## src/rtl/regfl_pkg.sv

```systemverilog
// Shared definitions for the 2-read/1-write register file: defaults, width helper and
// the read-response record used by consumers.
package regfl_pkg;

  localparam int unsigned DataWDef = 8;
  localparam int unsigned DepthDef = 4;

  // Ceiling log2, never less than 1 so an address bus always exists.
  function automatic int unsigned clog2(input int unsigned n);
    int unsigned r;
    r = 0;
    while ((32'd1 << r) < n) r++;
    return (r == 0) ? 1 : r;
  endfunction

  typedef struct packed {
    logic [DataWDef-1:0] data;
    logic                vld;
    logic                uninit;
  } rd_resp_t;

endpackage

```

## src/rtl/regfl_rdport.sv

```systemverilog
// One registered read port: range check, write-first bypass and uninitialised-entry flag.
// Honours REGFL_ZERO_REG_EN (entry 0 reads as a constant zero).
module regfl_rdport
  import regfl_pkg::*;
#(
  parameter int unsigned DATA_W = DataWDef,
  parameter int unsigned DEPTH  = DepthDef,
  localparam int unsigned ADDR_W = clog2(DEPTH)
) (
  input  logic              clk,
  input  logic              rst_n,
  input  logic              rd_e,
  input  logic [ADDR_W-1:0] rd_addr,
  input  logic              wr_e,
  input  logic [ADDR_W-1:0] wr_addr,
  input  logic [DATA_W-1:0] wr_data,
  input  logic [DATA_W-1:0] mem [DEPTH],
  input  logic [DEPTH-1:0]  written,
  output logic [DATA_W-1:0] rd_data,
  output logic              rd_vld,
  output logic              rd_uninit,
  output logic              rd_oor
);

  logic              rd_in, wr_in, rd_zero, byp;
  logic [DATA_W-1:0] data_d, data_q;
  logic              uninit_d, uninit_q, vld_q;

  assign rd_in  = 32'(rd_addr) < DEPTH;
  assign wr_in  = 32'(wr_addr) < DEPTH;
  assign rd_oor = rd_e & ~rd_in;

`ifdef REGFL_ZERO_REG_EN
  assign rd_zero = (rd_addr == '0);
`else
  assign rd_zero = 1'b0;
`endif

  assign byp = wr_e & wr_in & (wr_addr == rd_addr) & ~rd_zero;

  always_comb begin
    data_d   = data_q;
    uninit_d = uninit_q;
    if (rd_e) begin
      if (!rd_in || rd_zero) begin
        data_d   = '0;
        uninit_d = 1'b0;
      end else if (byp) begin
        data_d   = wr_data;
        uninit_d = 1'b0;
      end else begin
        data_d   = mem[rd_addr];
        uninit_d = ~written[rd_addr];
      end
    end
  end

  always_ff @(posedge clk or negedge rst_n) begin
    if (!rst_n) begin
      data_q   <= '0;
      uninit_q <= 1'b0;
      vld_q    <= 1'b0;
    end else begin
      data_q   <= data_d;
      uninit_q <= uninit_d;
      vld_q    <= rd_e;
    end
  end

  assign rd_data   = data_q;
  assign rd_vld    = vld_q;
  assign rd_uninit = uninit_q;

endmodule

```

## src/rtl/regfl_2r1w.sv

```systemverilog
// DEPTH x DATA_W register file, one write port and two registered read ports with bypass.
// Define REGFL_ZERO_REG_EN to hardwire entry 0 to zero.
module regfl_2r1w
  import regfl_pkg::*;
#(
  parameter int unsigned DATA_W = DataWDef,
  parameter int unsigned DEPTH  = DepthDef,
  localparam int unsigned ADDR_W = clog2(DEPTH)
) (
  input  logic              clk,
  input  logic              rst_n,
  input  logic              wr_e,
  input  logic [ADDR_W-1:0] wr_addr,
  input  logic [DATA_W-1:0] wr_data,
  input  logic              rd_e0,
  input  logic [ADDR_W-1:0] rd_addr0,
  output logic [DATA_W-1:0] rd_data0,
  output logic              rd_vld0,
  output logic              rd_uninit0,
  input  logic              rd_e1,
  input  logic [ADDR_W-1:0] rd_addr1,
  output logic [DATA_W-1:0] rd_data1,
  output logic              rd_vld1,
  output logic              rd_uninit1,
  output logic              addr_err
);

  logic [DATA_W-1:0] mem_q [DEPTH];
  logic [DEPTH-1:0]  written_q;
  logic              wr_in, wr_ok, oor0, oor1, addr_err_q;

  assign wr_in = 32'(wr_addr) < DEPTH;

`ifdef REGFL_ZERO_REG_EN
  assign wr_ok = wr_e & wr_in & (wr_addr != '0);
`else
  assign wr_ok = wr_e & wr_in;
`endif

  always_ff @(posedge clk or negedge rst_n) begin
    if (!rst_n) begin
      for (int i = 0; i < int'(DEPTH); i++) mem_q[i] <= '0;
      written_q  <= '0;
      addr_err_q <= 1'b0;
    end else begin
      if (wr_ok) begin
        mem_q[wr_addr]     <= wr_data;
        written_q[wr_addr] <= 1'b1;
      end
      addr_err_q <= (wr_e & ~wr_in) | oor0 | oor1;
    end
  end

  assign addr_err = addr_err_q;

  regfl_rdport #(
    .DATA_W (DATA_W),
    .DEPTH  (DEPTH)
  ) u_rdport0 (
    .clk       (clk),
    .rst_n     (rst_n),
    .rd_e      (rd_e0),
    .rd_addr   (rd_addr0),
    .wr_e      (wr_e),
    .wr_addr   (wr_addr),
    .wr_data   (wr_data),
    .mem       (mem_q),
    .written   (written_q),
    .rd_data   (rd_data0),
    .rd_vld    (rd_vld0),
    .rd_uninit (rd_uninit0),
    .rd_oor    (oor0)
  );

  regfl_rdport #(
    .DATA_W (DATA_W),
    .DEPTH  (DEPTH)
  ) u_rdport1 (
    .clk       (clk),
    .rst_n     (rst_n),
    .rd_e      (rd_e1),
    .rd_addr   (rd_addr1),
    .wr_e      (wr_e),
    .wr_addr   (wr_addr),
    .wr_data   (wr_data),
    .mem       (mem_q),
    .written   (written_q),
    .rd_data   (rd_data1),
    .rd_vld    (rd_vld1),
    .rd_uninit (rd_uninit1),
    .rd_oor    (oor1)
  );

endmodule

```

## config.mk

```make
export PLATFORM = sky130hd
export DESIGN_NAME = regfl_2r1w
export DESIGN_NICKNAME = d
export VERILOG_FILES = /design/src/rtl/regfl_pkg.sv /design/src/rtl/regfl_rdport.sv /design/src/rtl/regfl_2r1w.sv
export SDC_FILE = /design/constraint.sdc
export NUM_CORES = 1
export LEC_CHECK = 0
export ABC_AREA = 1
export CORE_MARGIN = 10
export CORE_UTILIZATION = 43
export DETAILED_ROUTE_END_ITERATION = 10
export DONT_BUFFER_PORTS = 1
export SETUP_SLACK_MARGIN = 0.15
export SYNTH_ARGS = -nofsm -noshare
export SYNTH_HDL_FRONTEND = slang
export SYNTH_HIERARCHICAL = 1
export SYNTH_SLANG_ARGS = --single-unit
```

## constraint.sdc

```tcl
create_clock -name clk -period 0.95 [get_ports clk]
set_input_delay 0.0475 -clock clk [delete_from_list [all_inputs] [get_ports clk]]
set_output_delay 0.0475 -clock clk [all_outputs]
set_load 0.01 [all_outputs]
```

======== After elaboration in Yosys (flattened, before gate mapping) ========
Cells that the tools add are included.
operators by class
  magnitude comparators ................... 8
  eq/ne operators ......................... 2
  mux-type cells .......................... 19
  bitwise gates (word level) .............. 8
  reduce and logical (&&, ||, !) cells .... 2
operator list
  kind                                                  count
  two-way mux 8 bit                                     7
  binary-select mux 8 bit (select 2 bit)                2
  bitwise mux 32 bit                                    1
  demux 8 bit (select 2 bit)                            1
  >= comparator 3 bit (second input constant)           3
  < comparator 2 x 3 -> 1 bit (second input constant)   3
  NOT 2 -> 3 bit                                        3
  two-way mux 1 bit                                     5
  binary-select mux 1 bit (select 2 bit)                2
  equality test 2 bit                                   2
  bitwise OR 4 bit                                      1
  < comparator 3 x 1 -> 1 bit (second input constant)   1
  bitwise AND 1 bit                                     2
  demux 1 bit (select 2 bit)                            1
  >= comparator 2 x 1 -> 1 bit (second input constant)  1
  logical AND 1 bit                                     2
  NOT 1 bit                                             2
word-level totals
  bits in registers ....................... 56
  input bits .............................. 19
  output and inout port bits .............. 21

======== Logic depth before layout (Yosys ltp) ========
Gate-level depths: netlist (run 1).
  depth after elaboration ................. 6
  gate-level depth with buffers ........... 9
  depth with buffers taken out ............ 7

======== Modules after synthesis ========
The synthesis (run 1) kept the hierarchy.
by module, submodules not included
  module        instances  cells each  area each (um^2)  sequential area each (um^2)
  regfl_rdport  2          146         888.4             250.2
  regfl_2r1w    1          157         1536.5            925.9

======== Worst setup path after synthesis (run 1) ========
Ideal clock, no wire load.
  path kind ............................... input to register
  start ................................... in rd_addr0[0]
  end ..................................... reg u_rdport0.data_q[0], in the netlist u_rdport0/rd_data[0]
  arrival time ............................ 0.742 ns
  required time ........................... 0.833 ns
  setup slack ............................. 0.091 ns
  stages .................................. 8
  cell sequence ........................... buf_6 > inv_4 > buf_6 > nor2_8 > nor2_4 > nand3_1 > nand3_1 > nand2_1
between the ends
  longest elaborated chain between the ends .. 5
  elaborated cells on any way between the ends .. 7
RTL lines
  what                                                   RTL line            RTL
  start, declared                                        regfl_2r1w.sv:16    input logic [ADDR_W-1:0] rd_addr0,
  NOT 2 -> 3 bit (implied by the code)                   regfl_rdport.sv:52  data_d = mem[rd_addr];
  binary-select mux 8 bit (select 2 bit)                 regfl_rdport.sv:52
  two-way mux 8 bit (implied by the code) (2 in series)  regfl_rdport.sv:52
  two-way mux 8 bit *                                    regfl_rdport.sv:48  end else if (byp) begin
  end signal, assigned                                   regfl_rdport.sv:64  data_q <= data_d;
  end, declared                                          regfl_rdport.sv:26  logic [DATA_W-1:0] data_d, data_q;
Mark *: on every way between the ends. The rest lies on a longest branch, timed or not. The select of a mux whose other input is x is not followed.
A chain may end at the register's enable or synchronous reset.

======== Worst setup path after layout (run 1) ========
  start ................................... reg mem_q[13] in the netlist's numbering
  end ..................................... reg u_rdport0.data_q[5], in the netlist u_rdport0/rd_data[5]
between the ends
  longest elaborated chain between the ends .. 4
RTL lines
  what                                                   RTL line            RTL
  start, declared                                        regfl_2r1w.sv:28    logic [DATA_W-1:0] mem_q [DEPTH];
  start signal, assigned by index                        regfl_2r1w.sv:47    mem_q[wr_addr] <= wr_data;
  binary-select mux 8 bit (select 2 bit)                 regfl_rdport.sv:52
  two-way mux 8 bit (implied by the code) (2 in series)  regfl_rdport.sv:52
  two-way mux 8 bit                                      regfl_rdport.sv:48
Every way passes these cells. The select of a mux whose other input is x is not followed.

==> results_dict.tcl, run 1 <==
set metrics [dict create \
    status "finished with violations" \
    violations "hold timing, setup timing" \
    synth_cell_types 20 \
    syn_inst 449 \
    drv_cap 0 \
    core.rowCount 31 \
    die_y_um 108 \
    async_flop_share_pct 100 \
    fillers 735 \
    synth_area_um2 3310 \
    start_util_pct 45.0 \
    drtIter0Drc 414 \
    synth_flop_cell "dfrtp_1" \
    gr-total-overflow 0 \
    hold_ws_ns -0.609 \
    die_w_um 108 \
    cts_tree "yes" \
    ios 40 \
    via_count 3211 \
    arrival_ns 1.22 \
    place.detailed.hpwl_um 6610 \
    fin_area_um2 3900 \
    synth_top_area_share_pct 43.1 \
    hold_class "in2async" \
    layout.nets 495 \
    antenna_cells 0 \
    instances_no_fill 580 \
    worstSetupStartpointType "flip-flop" \
    gp_congestion 0.878 \
    crit_path_end_kind "flip-flop" \
    slew_viol_final 0 \
    cp.required_ns 1.19 \
    grt_pass1_wl_um 16700 \
    finalWirelength_um 10300 \
    hold_buffers 19 \
    fin_ws_ns -0.0293 \
    postRouteAntennaNets 0 \
    netlist_top_cells_count "218 x nand2_1, 78 x nand3_1, 57 x dfrtp_1" \
    rsz0062_at_grt "yes" \
    yosysWarnings 6 \
    synthTopCellsByArea "dfrtp_1 43%, nand2_1 25%, nand3_1 12%" \
    synth_seq_area_share_pct 43.1 \
    max_clock_freq_mhz 1020 \
    grt_max_degree 58 \
    period_needed_ns 0.979 \
    ys_ff_latch 57 \
    root_buffer "clkbuf_8" \
    leakage_uw 0.00206 \
    power.density_nw_per_um2 1740 \
    yosysMostFrequentCell "nand2_1" \
    drt-pass1-iter-count 5 \
    drive_gt1_share_pct 16.8 \
    vdd_drop_max_uv 792 \
    synth_nets 468 \
    vias_per_cell 5.54 \
    setup_viol 4 \
    syn2layout_area_growth_pct 17.7 \
    cp_max_fo 3 \
    critPathKind "reg2reg" \
    dpl.cell_count 530 \
    synth-edff-count 0 \
    clock_latency_ns 0.34 \
    fin_crit_sh_pct 103 \
    clock_sinks 57 \
    skew_ns 0.00541 \
    grt_pass1_vias 3054 \
    finalHoldViolCount 94 \
    core_region_area_um2 7370 \
    h-tree-depth 3 \
    antenna_found_initial 1 \
    wl_per_cell_um 17.8 \
    io_buffers 0 \
    clk_path_buf_depth 2 \
    synth_area_leader_cell "dfrtp_1" \
    grt_use_total_pct 18.3 \
    syn_avg_cell_area_um2 7.38 \
    drcViolationCount 0 \
    cts_inserted_buffers 9 \
    place_area_um2 3290 \
    dieArea_um2 11600 \
    clk_pin_slew_worst_paths_ns 0.07 \
]
[worst max-delay path: stages, from the launching register on]
cell and delay (ns):
dfrtp_1 0.43, nand2_1 0.09, nand3_1 0.06, nand2_1 0.10, nand2_1 0.07, nand3_1 0.07, nand2_1 0.05
[cells in the final DEF, fill, tap and decap left out, types with 12 or more instances in the layout]
cell and count:
dlygate4sd3_1 18, nand4_1 24, inv_1 22, buf_4 18
dfrtp_1 57, nand2_1 208, clkbuf_8 12, nand2_2 12
nand3_2 17, nand3_1 64
[final cells by class]
cell class	instances	area [um2]	share of cell area, %
clock buffer	14	173	4.43
clock inverter	2	35.0	0.899
inverter	32	125	3.21
multi-input combinational	338	1680	43.0
sequential	57	1430	36.6
tap	99	124	3.18
timing repair buffer	38	339	8.70
[logic make-up (layout without fill, tap and decap cells)]
family,Yosys count,count (layout),synth area share (%)
buffers and inverters,54,86,9.21
flip-flops,57,57,43.1
AND/OR/NAND/NOR,334,334,46.4
AO/OA/AOI/OAI,2,2,1.13
other,2,2,0.227
[state kept, by name, indices dropped and copies added, names as in the netlist]
register and flops:
written_q 4, u_rdport0/rd_data 8, u_rdport1/rd_uninit 1, u_rdport0/rd_uninit 1
u_rdport0/rd_vld 1, u_rdport1/rd_data 8, addr_err 1, mem_q 32
u_rdport1/rd_vld 1
[worst paths after layout]
path                       depth (start not counted)  slack [ns]                                to                      from
min in group clk                                   0       -0.27        u_rdport1/rd_vld$_DFF_PN0_                     rd_e1
hold / removal                                     0       -0.61        u_rdport0/rd_vld$_DFF_PN0_                     rst_n
max in group asynchronous                          0        1.45              mem_q[6]$_DFFE_PN0P_                     rst_n
setup / recovery                                   6       -0.03  u_rdport0/rd_data[5]$_DFFE_PN0P_     mem_q[13]$_DFFE_PN0P_
setup reg to reg                                   6       -0.03  u_rdport0/rd_data[5]$_DFFE_PN0P_     mem_q[13]$_DFFE_PN0P_
hold reg to reg                                    2        0.50          written_q[3]$_DFFE_PN0P_  written_q[3]$_DFFE_PN0P_
[per-layer routing]
metal / GRT usage [%] / up-vias / wire length (um)
met4: 4.77 / 2 / 151
met3: 7.13 / 20 / 1260
li1: - / 1490 / -
met5: 0 / - / 13
met1: 24.7 / 1521 / 4460
met2: 26.6 / 178 / 4410
[report_power, final]
group | internal, uW | total (uW) | switching (uW)
Sequential | 2770 | 3130 | 361
Clock | 1420 | 2410 | 986
Combinational | 547 | 1230 | 681
Total | 4740 | 6770 | 2030
[timing repair]
| action | in CTS | in global routing |
|---|---|---|
| cloned | 0 | 0 |
| buffers inserted | 5 | 10 |
| pin swaps | 23 | 14 |
| endpoints found under the hold margin | 113 | 94 |
| setup endpoints to repair | 38 | 42 |
| gates resized for setup | 7 | 19 |
[through the flow]
stage / setup slack, ns / hold slack [ns] / utilization (%) / setup TNS, ns / total power (uW)
6_report: -0.0293 / -0.609 / 52.9 / -0.0405 / 6770
5_1_grt: -0.0889 / -0.624 / 52.9 / -0.828 / 7140
4_1_cts: -0.00722 / -0.606 / 50.9 / -0.00895 / 6650
3_5_place_dp: 0.000467 / -0.246 / 44.6 / 0 / 4100
3_3_place_gp: -0.00633 / -0.246 / 44.6 / -0.00633 / 4080
2_1_floorplan: 0.123 / -0.248 / - / 0 / 3950
Note: power is estimated with default switching activity, not from simulation.
==> run 2: changes to the inputs <==
- PLACE_DENSITY_LB_ADDON: default -> 0.25
==> run 2 against run 1 <==
Effect of this change:
- the run still ends with hold timing, setup timing left
- power fell by 5.2%
- via count down 4.1%
- combinational power fell by 9%
- setup slack improved by 0.020 ns
- clock power fell by 9.5%
- first-iteration DRC count fell by 12%
- die area is the same
- utilization is 1.9 points lower
- critical path depth stayed put
- sequential share of layout area rose by 1.4 points
- cell area is 3.6% lower
- highest routed layer is now met4
==> results_dict.tcl, run 2 (same netlist as run 1, synthesis figures left out) <==
set metrics [dict create \
    status "finished with violations" \
    violations "hold timing, setup timing" \
    vdd_drop_max_uv 662 \
    cp_max_fo 3 \
    drive_gt1_share_pct 15.0 \
    dieArea_um2 11600 \
    h-tree-depth 3 \
    vias_per_cell 5.45 \
    p_int_uw 4460 \
    rsz0062_at_grt "yes" \
    fin_ws_ns -0.00938 \
    fillers 693 \
    die_w_um 108 \
    io_buffers 0 \
    slew_viol_final 0 \
    pwr-share-clk_pct 34.0 \
    die_y_um 108 \
    antenna_found_initial 0 \
    place.detailed.hpwl_um 6450 \
    place_area_um2 3280 \
    arrival_ns 1.19 \
    root_buffer "clkbuf_8" \
    period_needed_ns 0.959 \
    worstSetupStartpointType "flip-flop" \
    crit_top_cell "nand2_1" \
    skew_ns 0.00648 \
    finalWirelength_um 9800 \
    seqPwrFrac_pct 48.7 \
    finalHoldViolCount 106 \
    grt_max_degree 58 \
    clk_path_buf_depth 2 \
    drt-pass1-iter-count 5 \
    met3_usage_pct 6.47 \
    met1_usage_pct 22.5 \
    r2r_start "mem_q[7]$_DFFE_PN0P_" \
    gr-total-overflow 0 \
    mostFrequentLayoutCells "211 x nand2_1, 62 x nand3_1, 57 x dfrtp_1, 24 x nand4_1, 22 x inv_1" \
    clock_latency_ns 0.33 \
    clock_sinks 57 \
    slowest_delay_ns 0.41 \
    gp_congestion 0.885 \
    layout.nets 480 \
    hold_ws_ns -0.599 \
    combPwrFrac_pct 17.4 \
    setup_viol 1 \
    grt_use_total_pct 17.2 \
    clk_pin_slew_worst_paths_ns 0.07 \
    core.rowCount 31 \
    crit_path_start "mem_q[7]$_DFFE_PN0P_" \
    use_met2_pct 25.1 \
    max_clock_freq_mhz 1040 \
    worstSetupEndpoint "u_rdport0/rd_data[7]$_DFFE_PN0P_" \
    top_register "mem_q" \
    drcViolationCount 0 \
    hold_class "in2async" \
    rrSetupSlack_ns -0.009 \
    power.density_nw_per_um2 1710 \
    syn2layout_area_growth_pct 13.5 \
    fin_crit_sh_pct 101 \
    drtIter0Drc 366 \
    cts_inserted_buffers 9 \
    via_count 3078 \
    cp_slowest_cell "dfrtp_1" \
    critPathKind "reg2reg" \
    wl_per_cell_um 17.4 \
    core_region_area_um2 7370 \
    leakage_uw 0.00199 \
    largest_reg_flops 32 \
    start_util_pct 45.0 \
    grt_busiest_layer "met2" \
    hold_buffers 15 \
    reg2regPathDepth 6 \
    final_common_cell "nand2_1" \
    grt_pass1_vias 2875 \
    swShare_pct 30.5 \
    ios 40 \
    drv_cap 0 \
    grt_pass1_wl_um 15700 \
    finalPower_uw 6420 \
    dpl.cell_count 529 \
    antenna_cells 0 \
    fin_area_um2 3760 \
    reg2reg_to "u_rdport0/rd_data[7]$_DFFE_PN0P_" \
    cp.required_ns 1.18 \
    cts_tree "yes" \
    switching_power_uw 1960 \
    path_cells "nand2_1 -> nand3_2 -> nand2_2 -> nand2_1 -> nand3_1 -> nand2_1" \
    crit_path_end_kind "flip-flop" \
    postRouteAntennaNets 0 \
    instances_no_fill 565 \
]
run 2: worst min-delay path by stage:
stage	to	slack, ns	cells after the start
after floorplan	addr_err$_DFF_PN0_	-0.25	0
after global placement	u_rdport0/rd_vld$_DFF_PN0_	-0.25	0
after global routing	u_rdport0/rd_vld$_DFF_PN0_	-0.62	0
after CTS	u_rdport0/rd_data[7]$_DFFE_PN0P_	-0.62	0
after detailed placement	u_rdport0/rd_data[7]$_DFFE_PN0P_	-0.25	0
final	u_rdport0/rd_data[7]$_DFFE_PN0P_	-0.60	0
run 2: what timing repair did:
action,CTS,global route
resized for setup,6,18
setup endpoints to repair,39,42
endpoints found under the hold margin,113,105
buffers inserted,3,2
pin swaps,25,26
run 2: final cells by class:
class	count	area, um2	area share, %
sequential	57	1430	37.9
clock inverter	2	10.0	0.266
inverter	32	125	3.33
tap	99	124	3.29
clock buffer	14	183	4.86
timing repair buffer	23	213	5.66
multi-input combinational	338	1680	44.7
run 2: stage by stage:
step	utilization (%)	TNS [ns]	worst slack [ns]	hold slack, ns
global route	51.0	-0.585	-0.0629	-0.618
global placement	44.5	0	0.0114	-0.246
CTS	49.8	0	0.0117	-0.617
floorplan	-	0	0.123	-0.248
finish	51.0	-0.00938	-0.00938	-0.599
detailed placement	44.5	-0.00947	-0.00947	-0.246
run 2: routing by layer:
metal | part of all wire (%) | vias to the layer above
met5 | 0 | -
met1 | 43 | 1432
met2 | 43 | 172
li1 | - | 1462
met3 | 12 | 12
met4 | 1.4 | 0
run 2: critical path: cells and delay by family (launching register included):
kind / cells / cell delay, ns
flops: 1 / 0.41
simple gates: 6 / 0.45
run 2: power groups by stage:
stage                     clock, uW  combinational [uW]  sequential, uW
final                          2180                1120            3120
after global routing           2340                1280            3160
after CTS                      2240                1040            3120
after detailed placement          0                 920            3170
after global placement            0                 907            3150
after floorplan                   0                 893            3060
==> run 3: changes to the inputs <==
==> constraint.sdc (replaced) <==
create_clock -name clk -period 0.95 [get_ports clk]
set_input_delay 0.095 -clock clk [delete_from_list [all_inputs] [get_ports clk]]
set_output_delay 0.095 -clock clk [all_outputs]
set_load 0.01 [all_outputs]
==> run 3 against run 2 <==
Effect of this change:
- the run still ends with hold timing, setup timing left
- final cell count up 0.88%
- clock skew grew 0.0031 ns
- power is 2.5% higher
- register-to-register slack got worse by 0.02 ns
- via count is 1.8% higher
- critical endpoint is now u_rdport1/rd_data[1]$_DFFE_PN0P_
- routed wire length grew 4.5%
- utilization increased by 0.80 points
- sequential share of layout area down 0.49 points
==> results_dict.tcl, run 3 (same netlist as run 1, synthesis figures left out) <==
set metrics [dict create \
    period_needed_ns 0.982 \
    die_y_um 108 \
    fillers 720 \
    grt_use_total_pct 18.2 \
    routed-wl-met3_um 1230 \
    seqPwrFrac_pct 47.4 \
    drive_gt1_share_pct 17.0 \
    grt_pass1_vias 3011 \
    pwr-share-clk_pct 35.1 \
    core_region_area_um2 7370 \
    worstSetupStartpointType "flip-flop" \
    clock_sinks 57 \
    violations "hold timing, setup timing" \
    fin_area_um2 3820 \
    vias_per_cell 5.50 \
    slew_viol_final 0 \
    cts_tree "yes" \
    finalHoldViolCount 93 \
    skew_ns 0.00960 \
    swShare_pct 31.3 \
    finalPower_uw 6580 \
    antenna_found_initial 0 \
    grt_max_degree 58 \
    max_clock_freq_mhz 1020 \
    wl_per_cell_um 18.0 \
    cp_max_fo 3 \
    die_w_um 108 \
    dpl.cell_count 533 \
    vdd_drop_max_uv 776 \
    met1_length_um 4300 \
    place.detailed.hpwl_um 6590 \
    wl_met2_um 4600 \
    final_common_cell "nand2_1" \
    postRouteAntennaNets 0 \
    clock_latency_ns 0.35 \
    instances_no_fill 570 \
    dieArea_um2 11600 \
    topRoutingLayerUsed "met4" \
    syn2layout_area_growth_pct 15.3 \
    via_count 3134 \
    status "finished with violations" \
    h-tree-depth 3 \
    grt_pass1_wl_um 16600 \
    fin_ws_ns -0.0315 \
    switching_power_uw 2060 \
    leakage_uw 0.00201 \
    cp.required_ns 1.19 \
    layout.nets 485 \
    top_register "mem_q" \
    rrSetupSlack_ns -0.03 \
    gp_congestion 0.893 \
    drv_cap 0 \
    mostFrequentLayoutCells "208 x nand2_1, 63 x nand3_1, 54 x dfrtp_1, 24 x nand4_1, 22 x inv_1" \
    hold_class "in2async" \
    antenna_cells 0 \
    drtIter0Drc 332 \
    fin_crit_sh_pct 103 \
    gr-total-overflow 0 \
    combPwrFrac_pct 17.4 \
    arrival_ns 1.22 \
    drt-pass1-iter-count 5 \
    p_int_uw 4530 \
    start_util_pct 45.0 \
    io_buffers 0 \
    rsz0062_at_grt "yes" \
    drcViolationCount 0 \
    clk_path_buf_depth 2 \
    place_area_um2 3320 \
    critPathKind "reg2reg" \
    core.rowCount 31 \
    root_buffer "clkbuf_8" \
    setup_viol 5 \
    ios 40 \
    hold_ws_ns -0.563 \
    cts_inserted_buffers 9 \
    clk_pin_slew_worst_paths_ns 0.07 \
    power.density_nw_per_um2 1720 \
    largest_reg_flops 32 \
    finalWirelength_um 10200 \
    crit_path_end_kind "flip-flop" \
]
-- run 3: layer usage --
layer | up-vias | GRT usage (%)
met3 | 12 | 4.43
met2 | 149 | 26.6
met1 | 1498 | 25.4
met5 | - | 0
li1 | 1475 | -
met4 | 0 | 6.39
-- run 3: final timing paths --
path / start / cells past startpoint / to
worst max register to register: mem_q[25]$_DFFE_PN0P_ / 6 / u_rdport1/rd_data[1]$_DFFE_PN0P_
min in group clk: rd_e1 / 0 / u_rdport1/rd_vld$_DFF_PN0_
worst min register to register: mem_q[16]$_DFFE_PN0P_ / 2 / mem_q[16]$_DFFE_PN0P_
max in group asynchronous: rst_n / 0 / mem_q[9]$_DFFE_PN0P_
worst min-delay path: rst_n / 0 / u_rdport0/rd_data[3]$_DFFE_PN0P_
worst max-delay path: mem_q[25]$_DFFE_PN0P_ / 6 / u_rdport1/rd_data[1]$_DFFE_PN0P_
-- run 3: layout make-up --
class                   instances  area (um2)  area share (%)
repair buffers                 28         263            6.88
flip-flops and latches         57        1430            37.5
clock inverters                 6        57.6            1.51
multi-input cells             338        1680            44.0
well taps                      99         124            3.24
inverters                      32         125            3.28
clock buffers                  10         138            3.60
-- run 3: worst max-delay path: stages, from the launching register on --
cell	delay, ns
dfrtp_1	0.42
nand2_1	0.08
nand3_1	0.07
nand2_1	0.09
nand2_1	0.09
nand3_2	0.08
nand2_2	0.05
-- run 3: power by group through the flow --
stage               registers [uW]  logic (uW)  clock network (uW)
global route                  3170        1310                2460
finish                        3120        1150                2310
floorplan                     3060         893                   0
global placement              3150         931                   0
CTS                           3120        1070                2340
detailed placement            3170         948                   0
-- run 3: timing repair --
action,4_1_cts,5_1_grt
hold endpoints to repair,110,103
gates resized for setup,3,25
hold buffers,15,1
pin swaps,27,34
endpoints found under the setup margin,39,40
buffers inserted,5,0
-- run 3: stage by stage --
step                      utilization [%]  worst slack, ns  hold slack, ns  TNS [ns]
after global routing                 51.8           -0.117          -0.576    -0.932
after global placement               45.1          0.00904          -0.199         0
after CTS                            50.4          0.00561          -0.570         0
final                                51.8          -0.0315          -0.563   -0.0751
after detailed placement             45.1          0.00476          -0.198         0
after floorplan                         -           0.0756          -0.201         0
